### config.mk
export PLATFORM = sky130hd
export DESIGN_NAME = i2s_rx
export DESIGN_NICKNAME = d
export VERILOG_FILES = /design/src/rtl/audio_pkg.sv /design/src/rtl/i2s_rx_sync_ff.sv /design/src/rtl/i2s_rx.sv
export SDC_FILE = /design/constraint.sdc
export NUM_CORES = 1
export LEC_CHECK = 0
export ABC_AREA = 0
export CORE_MARGIN = 2
export CORE_UTILIZATION = 45
export DETAILED_ROUTE_END_ITERATION = 8
export PLACE_DENSITY = 0.68
export SETUP_SLACK_MARGIN = 0.15
export SYNTH_ARGS = -nofsm -noshare
export SYNTH_HDL_FRONTEND = slang
export SYNTH_HIERARCHICAL = 1
export SYNTH_SLANG_ARGS = --single-unit
### constraint.sdc
create_clock -name clk -period 2.6 [get_ports clk]
set_input_delay 0.78 -clock clk [delete_from_list [all_inputs] [get_ports clk]]
set_output_delay 0.78 -clock clk [all_outputs]
set_load 0.005 [all_outputs]
### src/rtl/audio_pkg.sv
// rtl/audio_pkg.sv - shared audio constants and I2S receiver state encoding
package audio_pkg;

  localparam int AUDIO_W = 16;

  typedef enum logic [1:0] {
    IDLE  = 2'd0,
    SHIFT = 2'd1,
    HOLD  = 2'd2
  } i2s_rx_state_t;

endpackage

### src/rtl/i2s_rx_sync_ff.sv
// rtl/i2s_rx_sync_ff.sv - single-bit flip-flop synchroniser chain of configurable depth
module sync_ff #(
  parameter int DEPTH = 2
) (
  input  logic clk,
  input  logic reset,
  input  logic d,
  output logic q
);

  logic [DEPTH-1:0] chain;

  always_ff @(posedge clk or negedge reset) begin
    if (!reset) begin
      chain <= '0;
    end else begin
      chain[0] <= d;
      for (int i = 1; i < DEPTH; i++) chain[i] <= chain[i-1];
    end
  end

  assign q = chain[DEPTH-1];

endmodule

### src/rtl/i2s_rx.sv
// rtl/i2s_rx.sv - I2S receiver: brings codec clocks into clk and assembles left/right samples
module i2s_rx
  import audio_pkg::*;
#(
  parameter int SAMPLE_W    = AUDIO_W,
  parameter int SYNC_STAGES = 2
) (
  input  logic                clk,
  input  logic                reset,
  input  logic                sclk,
  input  logic                l_r_clk,
  input  logic                sdin,
  output logic [SAMPLE_W-1:0] audio_left,
  output logic [SAMPLE_W-1:0] audio_right,
  output logic                sample_valid,
  output logic                frame_err
);

  localparam int CNT_W = $clog2(SAMPLE_W + 1);
  localparam logic [CNT_W-1:0] CNT_FULL = CNT_W'(SAMPLE_W);

  logic                sclk_s, lr_s, sd_s;
  logic                sclk_q, lr_prev;
  logic                sclk_rise, lr_change;
  i2s_rx_state_t       state;
  logic [SAMPLE_W-1:0] shift_reg, hold_left, final_reg, word;
  logic [CNT_W-1:0]    bit_cnt, final_cnt;
  logic                final_short, left_ok, from_idle;

  sync_ff #(.DEPTH(SYNC_STAGES)) u_sync_sclk (.clk(clk), .reset(reset), .d(sclk),    .q(sclk_s));
  sync_ff #(.DEPTH(SYNC_STAGES)) u_sync_lr   (.clk(clk), .reset(reset), .d(l_r_clk), .q(lr_s));
  sync_ff #(.DEPTH(SYNC_STAGES)) u_sync_sd   (.clk(clk), .reset(reset), .d(sdin),    .q(sd_s));

  assign sclk_rise = sclk_s & ~sclk_q;
  assign lr_change = lr_s ^ lr_prev;

  // The bit sampled at the word-select change is the LSB of the word that is ending.
  always_comb begin
    final_reg = shift_reg;
    final_cnt = bit_cnt;
    if (bit_cnt < CNT_FULL) begin
      final_reg = {shift_reg[SAMPLE_W-2:0], sd_s};
      final_cnt = bit_cnt + CNT_W'(1);
    end
    final_short = final_cnt < CNT_FULL;
    word        = final_reg << (CNT_FULL - final_cnt);
  end

  always_ff @(posedge clk or negedge reset) begin
    if (!reset) begin
      sclk_q       <= 1'b0;
      lr_prev      <= 1'b0;
      state        <= IDLE;
      shift_reg    <= '0;
      bit_cnt      <= '0;
      hold_left    <= '0;
      left_ok      <= 1'b0;
      from_idle    <= 1'b0;
      audio_left   <= '0;
      audio_right  <= '0;
      sample_valid <= 1'b0;
      frame_err    <= 1'b0;
    end else begin
      sclk_q       <= sclk_s;
      sample_valid <= 1'b0;
      frame_err    <= 1'b0;
      if (sclk_rise) begin
        lr_prev <= lr_s;
        if (lr_change) begin
          if (state != IDLE) begin
            frame_err <= final_short;
            // A truncated word from the slot that woke us from IDLE is never trusted.
            if (!(from_idle && final_short)) begin
              if (!lr_prev) begin
                hold_left <= word;
                left_ok   <= 1'b1;
              end else if (left_ok) begin
                audio_left   <= hold_left;
                audio_right  <= word;
                sample_valid <= 1'b1;
                left_ok      <= 1'b0;
              end
            end
          end
          state     <= SHIFT;
          shift_reg <= '0;
          bit_cnt   <= '0;
          from_idle <= (state == IDLE);
        end else if (state == SHIFT) begin
          shift_reg <= {shift_reg[SAMPLE_W-2:0], sd_s};
          bit_cnt   <= bit_cnt + CNT_W'(1);
          if (bit_cnt == CNT_FULL - CNT_W'(1)) state <= HOLD;
        end
      end
    end
  end

endmodule

==> key figures, run 1 <==
Status
  • Status: finished, final reports clean

Logic synthesis
  • Asr flop ratio synth: 1.00
  • Post-Synthesis Cell Area: 4180 um2
  • Cells after Synth: 320
  • FF+latch count, synth: 83
  • Sequential area share after synthesis: 0.497
  • Synth cell types: 47
  • Post-synth EDFFs: 0
  • Main synth FF type: dfrtp_1
  • Synthesized net count: 330
  • Synth warn: 6
  • Mean post-synth cell area: 13.1 um2

Global route
  • GRT overflow: 0
  • First-pass GRT wire length: 14700 um
  • Pin count of the biggest net entering global routing: 51
  • Number of global-route vias before repair: 2973
  • Initial antenna violation count: 0
  • GR Util All Layers: 0.186

Floorplanning
  • DIE AREA: 10100 um2
  • Die height: 100 um
  • I/O pin total: 39
  • Core Box Area: 9110 um2
  • Starting density of the core: 0.459
  • Chip Width: 100 um
  • # rows: 35

Worst setup path
  • CP max stage cell: dfrtp_1
  • Crit-path max cell delay: 0.43 ns
  • Critical Path, Cell by Cell: ha_4, mux2i_4, ha_4, xnor2_4, buf_6, xnor2_4, buf_12, mux2i_2, a22o_1, mux2_4, mux2_4
  • Crit Path Max Fanout: 6
  • Worst setup SP type: flop
  • WS Path Type: flop to flop
  • CP arrival: 2.84 ns
  • Req. time, crit path: 2.85 ns
  • R2R depth: 11
  • Largest delay share family, worst path: multiplexers
  • CP Depth: 11
  • Crit path capture type: flop
  • Buffers and inverters on the worst path: 2

CTS
  • Worst skew pair latency: 0.36 ns
  • Clock Tree Root: clkbuf_8
  • Clk pin slew, worst setup/hold paths: 0.09 ns
  • H-tree depth: 3
  • Hold-fix buffers, CTS: 0
  • CTS Buffer Depth: 2
  • TritonCTS clock tree: done
  • CTS Buf Count: 9
  • TritonCTS Sinks: 83

Final layout
  • Share of layout cells above drive strength 1: 0.414
  • Final #Nets: 404
  • ANT cells: 0
  • Core Util, Final: 0.621
  • Register area: 2080 um2
  • Multi-input gate area: 2310 um2
  • Most frequent cells in the layout: dfrtp_1, clkdlybuf4s50_1, mux2_4
  • Commonest non-fill, non-tap cell in the layout: dfrtp_1
  • Filler cells: 706
  • Final instance area: 5650 um2
  • Layout area overhead: 35.2%

Placement
  • Post-DP Area: 4950 um2
  • Port bufs: 38
  • Final HPWL DP: 6080 um
  • Final GP Congestion: 0.922
  • Pre-CTS setup slack: 0.0257 ns

Timing
  • RSZ-0062 raised after global routing: yes
  • Final min period: 2.60 ns
  • Worst slew margin relative to its limit: 0.626
  • FMAX: 0.385 GHz
  • Clock skew: 0.0109 ns
  • Final worst slack: 0.00484 ns
  • Final Slew Violations: 0
  • Setup TNS Final: 0 ns
  • WHS: 0.349 ns
  • Fin crit share: 0.998
  • Worst-Margin Slew: 0.559 ns
  • Final setup fails: 0
  • Final Hold Fails: 0

Routing
  • Post-route antenna net violation count: 0
  • DR WL/cell: 18.2 um
  • Via count: 2870
  • Routed met2 length: 4470 um
  • Drt drc: 0
  • WL met1: 4350 um
  • First DRT Iteration DRCs: 92
  • Routed Wire Length: 9260 um
  • First drt pass iteration count: 4
  • Top routing layer in use: met4
  • Vias per cell: 5.63
  • Metal3 WL: 335 um

Job
  • Total of max-cap violations: 0

Power
  • Power density over cell area: 738 nW/um2
  • VDD IR max: 0.438 mV
  • Pleak: 2.51 nW

Hold path
  • Worst hold path type: input port to async pin
==> stage by stage <==
step	cells	power, W
detailed placement	481	0.00274
finish	510	0.00417
floorplan	320	0.00236
CTS	500	0.00378
global placement	481	0.00273
global route	510	0.00438
==> worst paths after layout <==
kind | from | endpoint | slack [ns]
max | bit_cnt[0] | hold_left[9] | 0.005
min in group clk | u_sync_lr/chain[0] | u_sync_lr/chain[1] | 0.36
min | reset | audio_right[6] | 0.35
max in group asynchronous | reset | state[1] | 1.66
min reg2reg | u_sync_lr/chain[0] | u_sync_lr/chain[1] | 0.36
max reg2reg | bit_cnt[0] | hold_left[9] | 0.005
==> cell type report <==
class,instances,area share
timing repair buffer,83,0.156
clock buffer,9,0.0219
multi-input combinational,210,0.409
tap,111,0.0246
inverter,7,0.00598
clock inverter,7,0.0148
sequential,83,0.368
==> synthesized netlist by cell type (4+ instances only) <==
master | instances | area [um2]
nand2_1 | 9 | 33.8
nor2_1 | 10 | 37.5
o21ai_0 | 7 | 35.0
a21oi_1 | 4 | 20.0
o2bb2ai_1 | 8 | 70.1
mux2_2 | 35 | 394
dfrtp_1 | 83 | 2080
a22o_1 | 24 | 210
inv_1 | 5 | 18.8
clkbuf_1 | 9 | 33.8
buf_2 | 7 | 35.0
nor3_1 | 10 | 50.1
mux2_4 | 19 | 285
ha_1 | 5 | 62.6
mux2i_1 | 36 | 360
==> where the power goes <==
| part | internal [W] | leakage, nW | switching, W |
|---|---|---|---|
| sequential | 0.00140 | 1.12 | 0.0000910 |
| clock | 0.000464 | 0.108 | 0.000516 |
| combinational | 0.000914 | 1.28 | 0.000785 |
| total | 0.00278 | 2.51 | 0.00139 |
==> repair_timing <==
action | 4_1_cts | 5_1_grt
setup endpoints to repair | 47 | 48
pin swaps | 3 | 9
gates cloned | 0 | 2
gates resized for setup | 10 | 60
setup buffers | 3 | 8
==> per-layer routing <==
metal,vias to the layer above,global-route usage
li1,1322,-
met1,1476,0.254
met2,64,0.292
met3,8,0.0522
met4,0,0.0548
met5,-,0
==> logic make-up (layout without fill, tap and decap cells) <==
group           after synthesis  count (layout)  synth area share
buf+inv                      27             106            0.0332
flops                        83              83             0.497
xor+xnor                      9               9            0.0260
mux                          95              95             0.268
compound gates               52              52            0.0984
simple gates                 49              49            0.0631
fa+ha+maj                     5               5            0.0150
Power figures use the tool's default switching activity.
==> run 2: changes to the inputs <==
--- a/config.mk
+++ b/config.mk
@@ -9,7 +9,7 @@
 export CORE_MARGIN = 2
 export CORE_UTILIZATION = 45
 export DETAILED_ROUTE_END_ITERATION = 8
-export PLACE_DENSITY = 0.68
+export DONT_BUFFER_PORTS = 1
 export SETUP_SLACK_MARGIN = 0.15
 export SYNTH_ARGS = -nofsm -noshare
 export SYNTH_HDL_FRONTEND = slang
==> run 2 against run 1 <==
- hold slack got worse by 0.23 ns
- clock power increased by 8%
- highest routed layer unchanged
- sequential power about the same
- via count decreased by 10%
- largest power group is now sequential cells
- sequential cell count unchanged
- critical path depth decreased by 1
- setup slack improved by 0.031 ns
==> key figures, run 2 (synthesized netlist as in run 1, its figures left out) <==
Status
  • Status: finished, final reports clean

Placement
  • Port bufs: 0
  • # placed instances: 441
  • Final HPWL DP: 5700 um
  • Final GP Congestion: 0.984

Routing
  • First drt pass iteration count: 4
  • DR WL/cell: 18.0 um
  • Post-route antenna net violation count: 0
  • Drt drc: 0
  • Via count: 2584
  • First DRT Iteration DRCs: 70
  • Vias per cell: 5.52
  • Routed Wire Length: 8400 um

CTS
  • Clock Tree Root: clkbuf_8
  • Worst skew pair latency: 0.35 ns
  • H-tree depth: 3
  • CTS Buf Count: 9
  • Clk pin slew, worst setup/hold paths: 0.09 ns
  • CTS Buffer Depth: 2
  • TritonCTS clock tree: done
  • TritonCTS Sinks: 83

Timing
  • Worst-Margin Slew: 0.457 ns
  • Final Hold Fails: 0
  • Setup TNS Final: 0 ns
  • Worst slew margin relative to its limit: 0.694
  • Clock skew: 0.0140 ns
  • RSZ-0062 raised after global routing: yes
  • Final min period: 2.56 ns
  • FMAX: 0.390 GHz
  • Final setup fails: 0
  • Final Slew Violations: 0
  • WHS: 0.116 ns
  • Fin crit share: 0.986

Floorplanning
  • Chip Width: 100 um
  • Starting density of the core: 0.459
  • DIE AREA: 10100 um2
  • # rows: 35
  • I/O pin total: 39
  • Die height: 100 um
  • Core Box Area: 9110 um2

Final layout
  • Share of layout cells above drive strength 1: 0.431
  • Core Util, Final: 0.557
  • ANT cells: 0
  • Final #Nets: 362
  • Most frequent cells in the layout: dfrtp_1, mux2i_1, mux2_4
  • Layout area overhead: 21.4%
  • Commonest non-fill, non-tap cell in the layout: dfrtp_1
  • Post-route insts no fill: 468

Power
  • Pleak: 2.30 nW
  • Total power: 0.00391 W
  • Sw frac: 0.320
  • Combinational cell fraction of total power: 0.345
  • Sequential Power Share: 0.384
  • Switching power: 0.00125 W
  • Clock share of power: 0.271
  • VDD IR max: 0.455 mV
  • Int Pwr: 0.00265 W
  • Power density over cell area: 770 nW/um2

Global route
  • Pin count of the biggest net entering global routing: 84
  • GR Util All Layers: 0.180
  • GRT overflow: 0
  • First-pass GRT wire length: 14200 um
  • Number of global-route vias before repair: 2738
  • Initial antenna violation count: 0

Worst setup path
  • Crit path capture type: flop
  • Crit Path Max Fanout: 5
  • Worst setup SP type: flop
  • R2R depth: 10
  • CP arrival: 2.85 ns
  • Req. time, crit path: 2.88 ns
  • WS Path Type: flop to flop

Job
  • Total of max-cap violations: 0

Hold path
  • Worst hold path type: input port to async pin
==> run 2: worst max-delay path, cell delays in order (launching register included) <==
cell       delay, ns
dfrtp_1         0.43
ha_4            0.30
mux2i_1         0.07
ha_2            0.21
xnor2_2         0.14
buf_4           0.16
xnor2_4         0.28
buf_6           0.16
mux4_2          0.30
mux2_4          0.32
o2bb2ai_1       0.14
==> run 2: cell type report <==
class,count,area (um2)
fillers,739,4030
multi-input cells,210,2180
flip-flops and latches,83,2080
repair buffers,41,409
well taps,111,139
clock buffers,9,124
clock inverters,7,108
inverters,7,38.8
==> run 2: power by group through the flow <==
stage               combinational, W  clock [W]  sequential [W]
floorplan                   0.000872          0         0.00149
detailed placement           0.00111          0         0.00152
global route                 0.00144    0.00116         0.00152
CTS                          0.00126    0.00110         0.00149
finish                       0.00135    0.00106         0.00150
global placement             0.00112          0         0.00151
==> run 2: repair_timing <==
item	in CTS	in global routing
endpoints found under the hold margin	0	0
setup buffers	8	2
endpoints found under the setup margin	48	48
hold buffers	0	0
gates cloned	0	1
pin swaps	3	8
gates resized for setup	27	21
==> run 2: path summary, 6_finish.rpt <==
path | startpoint | to | slack (ns)
setup / recovery | bit_cnt[0] | audio_right[15] | 0.04
hold / removal | reset | u_sync_lr/chain[1] | 0.12
setup reg to reg | bit_cnt[0] | audio_right[15] | 0.04
hold reg to reg | u_sync_sclk/chain[0] | u_sync_sclk/chain[1] | 0.36
max in group asynchronous | reset | audio_right[6] | 2.38
min in group clk | u_sync_sclk/chain[0] | u_sync_sclk/chain[1] | 0.36
==> run 2: layer usage <==
layer,global-route usage,vias up,share of wire,wire length [um]
li1,-,1237,-,-
met1,0.250,1297,0.49,4100
met2,0.276,38,0.46,3850
met3,0.0487,12,0.038,319
met4,0.0569,0,0.016,135
met5,0,-,0,0
==> run 2: through the flow <==
stage | setup slack, ns | area, um2
3_5_place_dp | -0.0106 | 4540
6_report | 0.0354 | 5070
2_1_floorplan | -0.0144 | 4270
5_1_grt | -0.0653 | 5070
3_3_place_gp | 0.00235 | 4540
4_1_cts | 0.0410 | 4940
==> run 3: changes to the inputs <==
--- a/config.mk
+++ b/config.mk
@@ -10,6 +10,7 @@
 export CORE_UTILIZATION = 45
 export DETAILED_ROUTE_END_ITERATION = 8
 export DONT_BUFFER_PORTS = 1
+export MAX_ROUTING_LAYER = met4
 export SETUP_SLACK_MARGIN = 0.15
 export SYNTH_ARGS = -nofsm -noshare
 export SYNTH_HDL_FRONTEND = slang
==> run 3 against run 2 <==
- the run now ends with negative setup slack left
- clock skew is 0.0038 ns lower
- routed wire length is 4.2% higher
- largest cell class unchanged
- sequential power hardly changed
==> key figures, run 3 (synthesized netlist as in run 1, its figures left out) <==
Status
  • Status: finished, violations left
  • Failing checks: negative setup slack

Global route
  • Initial antenna violation count: 0
  • GRT overflow: 0
  • Number of global-route vias before repair: 2693
  • First-pass GRT wire length: 13700 um
  • Pin count of the biggest net entering global routing: 84
  • GR Util All Layers: 0.180

Timing
  • Final Slew Violations: 0
  • Clock skew: 0.0101 ns
  • Final worst slack: -0.0122 ns
  • Final min period: 2.61 ns
  • Final Hold Fails: 0
  • Final setup fails: 4
  • Setup TNS Final: -0.0320 ns
  • WHS: 0.119 ns
  • Fin crit share: 1.00
  • RSZ-0062 raised after global routing: yes
  • Worst slew margin relative to its limit: 0.683
  • Worst-Margin Slew: 0.473 ns
  • FMAX: 0.383 GHz

Final layout
  • Register area: 2080 um2
  • Post-route insts no fill: 470
  • ANT cells: 0
  • Final #Nets: 364
  • Layout area overhead: 23.2%
  • Most frequent cells in the layout: dfrtp_1, buf_4, mux2i_1, mux2_4, mux2_2
  • Core Util, Final: 0.566
  • Commonest non-fill, non-tap cell in the layout: dfrtp_1
  • Filler cells: 757
  • Multi-input gate area: 2230 um2
  • Share of layout cells above drive strength 1: 0.437

Worst setup path
  • Critical path's most frequent cell: buf_4
  • WS Path Type: flop to flop
  • Reg2reg setup slack: -0.01 ns
  • Buffers and inverters on the worst path: 2
  • Largest delay share family, worst path: multiplexers
  • R2R Path End: audio_right[14]
  • Critical Path, Cell by Cell: buf_4, xor2_1, ha_2, xnor2_2, buf_4, xnor2_4, mux2i_2, mux2i_1, mux2_4, o2bb2ai_2
  • Reg2Reg Launch Point: bit_cnt[0]
  • Crit Path Max Fanout: 8
  • Worst setup SP type: flop
  • Req. time, crit path: 2.88 ns
  • CP max stage cell: dfrtp_1
  • CP arrival: 2.90 ns
  • Crit path capture type: flop
  • Crit-path max cell delay: 0.43 ns
  • R2R depth: 10

Floorplanning
  • Die height: 100 um
  • # rows: 35
  • Chip Width: 100 um
  • I/O pin total: 39
  • DIE AREA: 10100 um2
  • Starting density of the core: 0.459
  • Core Box Area: 9110 um2

Routing
  • First drt pass iteration count: 5
  • Via count: 2691
  • Vias per cell: 5.73
  • DR WL/cell: 18.6 um
  • Routed Wire Length: 8750 um
  • Post-route antenna net violation count: 0
  • Drt drc: 0
  • First DRT Iteration DRCs: 111

CTS
  • CTS Buffer Depth: 2
  • H-tree depth: 3
  • TritonCTS Sinks: 83
  • Clk pin slew, worst setup/hold paths: 0.09 ns
  • CTS Buf Count: 9
  • Worst skew pair latency: 0.35 ns
  • Clock Tree Root: clkbuf_8
  • TritonCTS clock tree: done

Power
  • Pleak: 2.32 nW
  • Power density over cell area: 767 nW/um2
  • VDD IR max: 0.437 mV

Job
  • Total of max-cap violations: 0

Placement
  • Port bufs: 0
  • # placed instances: 442
  • Pre-CTS setup slack: -0.00474 ns
  • Final HPWL DP: 5760 um
  • Final GP Congestion: 0.997

Hold path
  • Worst hold path type: input port to async pin
## run 3: changes by cell type in the layout (fill, tap and decap cells not counted), sizes merged
cell	change
clkinv	+1
bufinv	-1
inv	-1
clkbuf	+3
## run 3: worst reg2reg max path, cell delays in order, from the launching register on
cell and delay [ns]:
dfrtp_1 0.43, buf_4 0.18, xor2_1 0.16, ha_2 0.22, xnor2_2 0.15, buf_4 0.16, xnor2_4 0.30, mux2i_2 0.32
mux2i_1 0.17, mux2_4 0.32, o2bb2ai_2 0.14
## run 3: area by class of cell
cell class,instances,share of cell area
clock buffers,10,0.0267
clock inverters,6,0.0141
inverters,7,0.00753
multi-input cells,210,0.433
flip-flops and latches,83,0.403
well taps,111,0.0270
repair buffers,43,0.0884
## run 3: per-stage QoR
step	total power [W]	cell area, um2
finish	0.00395	5150
global route	0.00415	5150
CTS	0.00375	4880
detailed placement	0.00263	4540
global placement	0.00264	4540
floorplan	0.00236	4270
## run 3: power breakdown
group          switching, W  internal (W)  leakage (nW)  total, W
logic              0.000729      0.000756          1.09   0.00149
clock network      0.000488      0.000480         0.103  0.000968
registers         0.0000936       0.00140          1.13   0.00150
## run 3: how the worst max path moves through the flow
stage | start | endpoint | slack [ns] | depth (start not counted)
after floorplan | bit_cnt[0] | audio_left[11] | -0.01 | 14
after global placement | bit_cnt[0] | audio_right[3] | 0.006 | 12
after detailed placement | bit_cnt[0] | audio_right[3] | -0.005 | 12
after CTS | bit_cnt[0] | hold_left[9] | 0.03 | 8
after global routing | bit_cnt[0] | audio_right[14] | -0.16 | 10
final | bit_cnt[0] | audio_right[14] | -0.01 | 10
## run 3: layer usage
layer / share of wire / track usage
met5: 0 / -
met4: 0.015 / 0.0611
met3: 0.044 / 0.0487
met2: 0.47 / 0.261
met1: 0.47 / 0.245
## run 3: what timing repair did
action                                  4_1_cts  5_1_grt
pin swaps                                     2        8
gates cloned                                  0        3
endpoints found under the setup margin       48       48
hold buffers                                  0        0
buffers inserted                              5        4
hold endpoints to repair                      0        0
gates resized for setup                      20       33
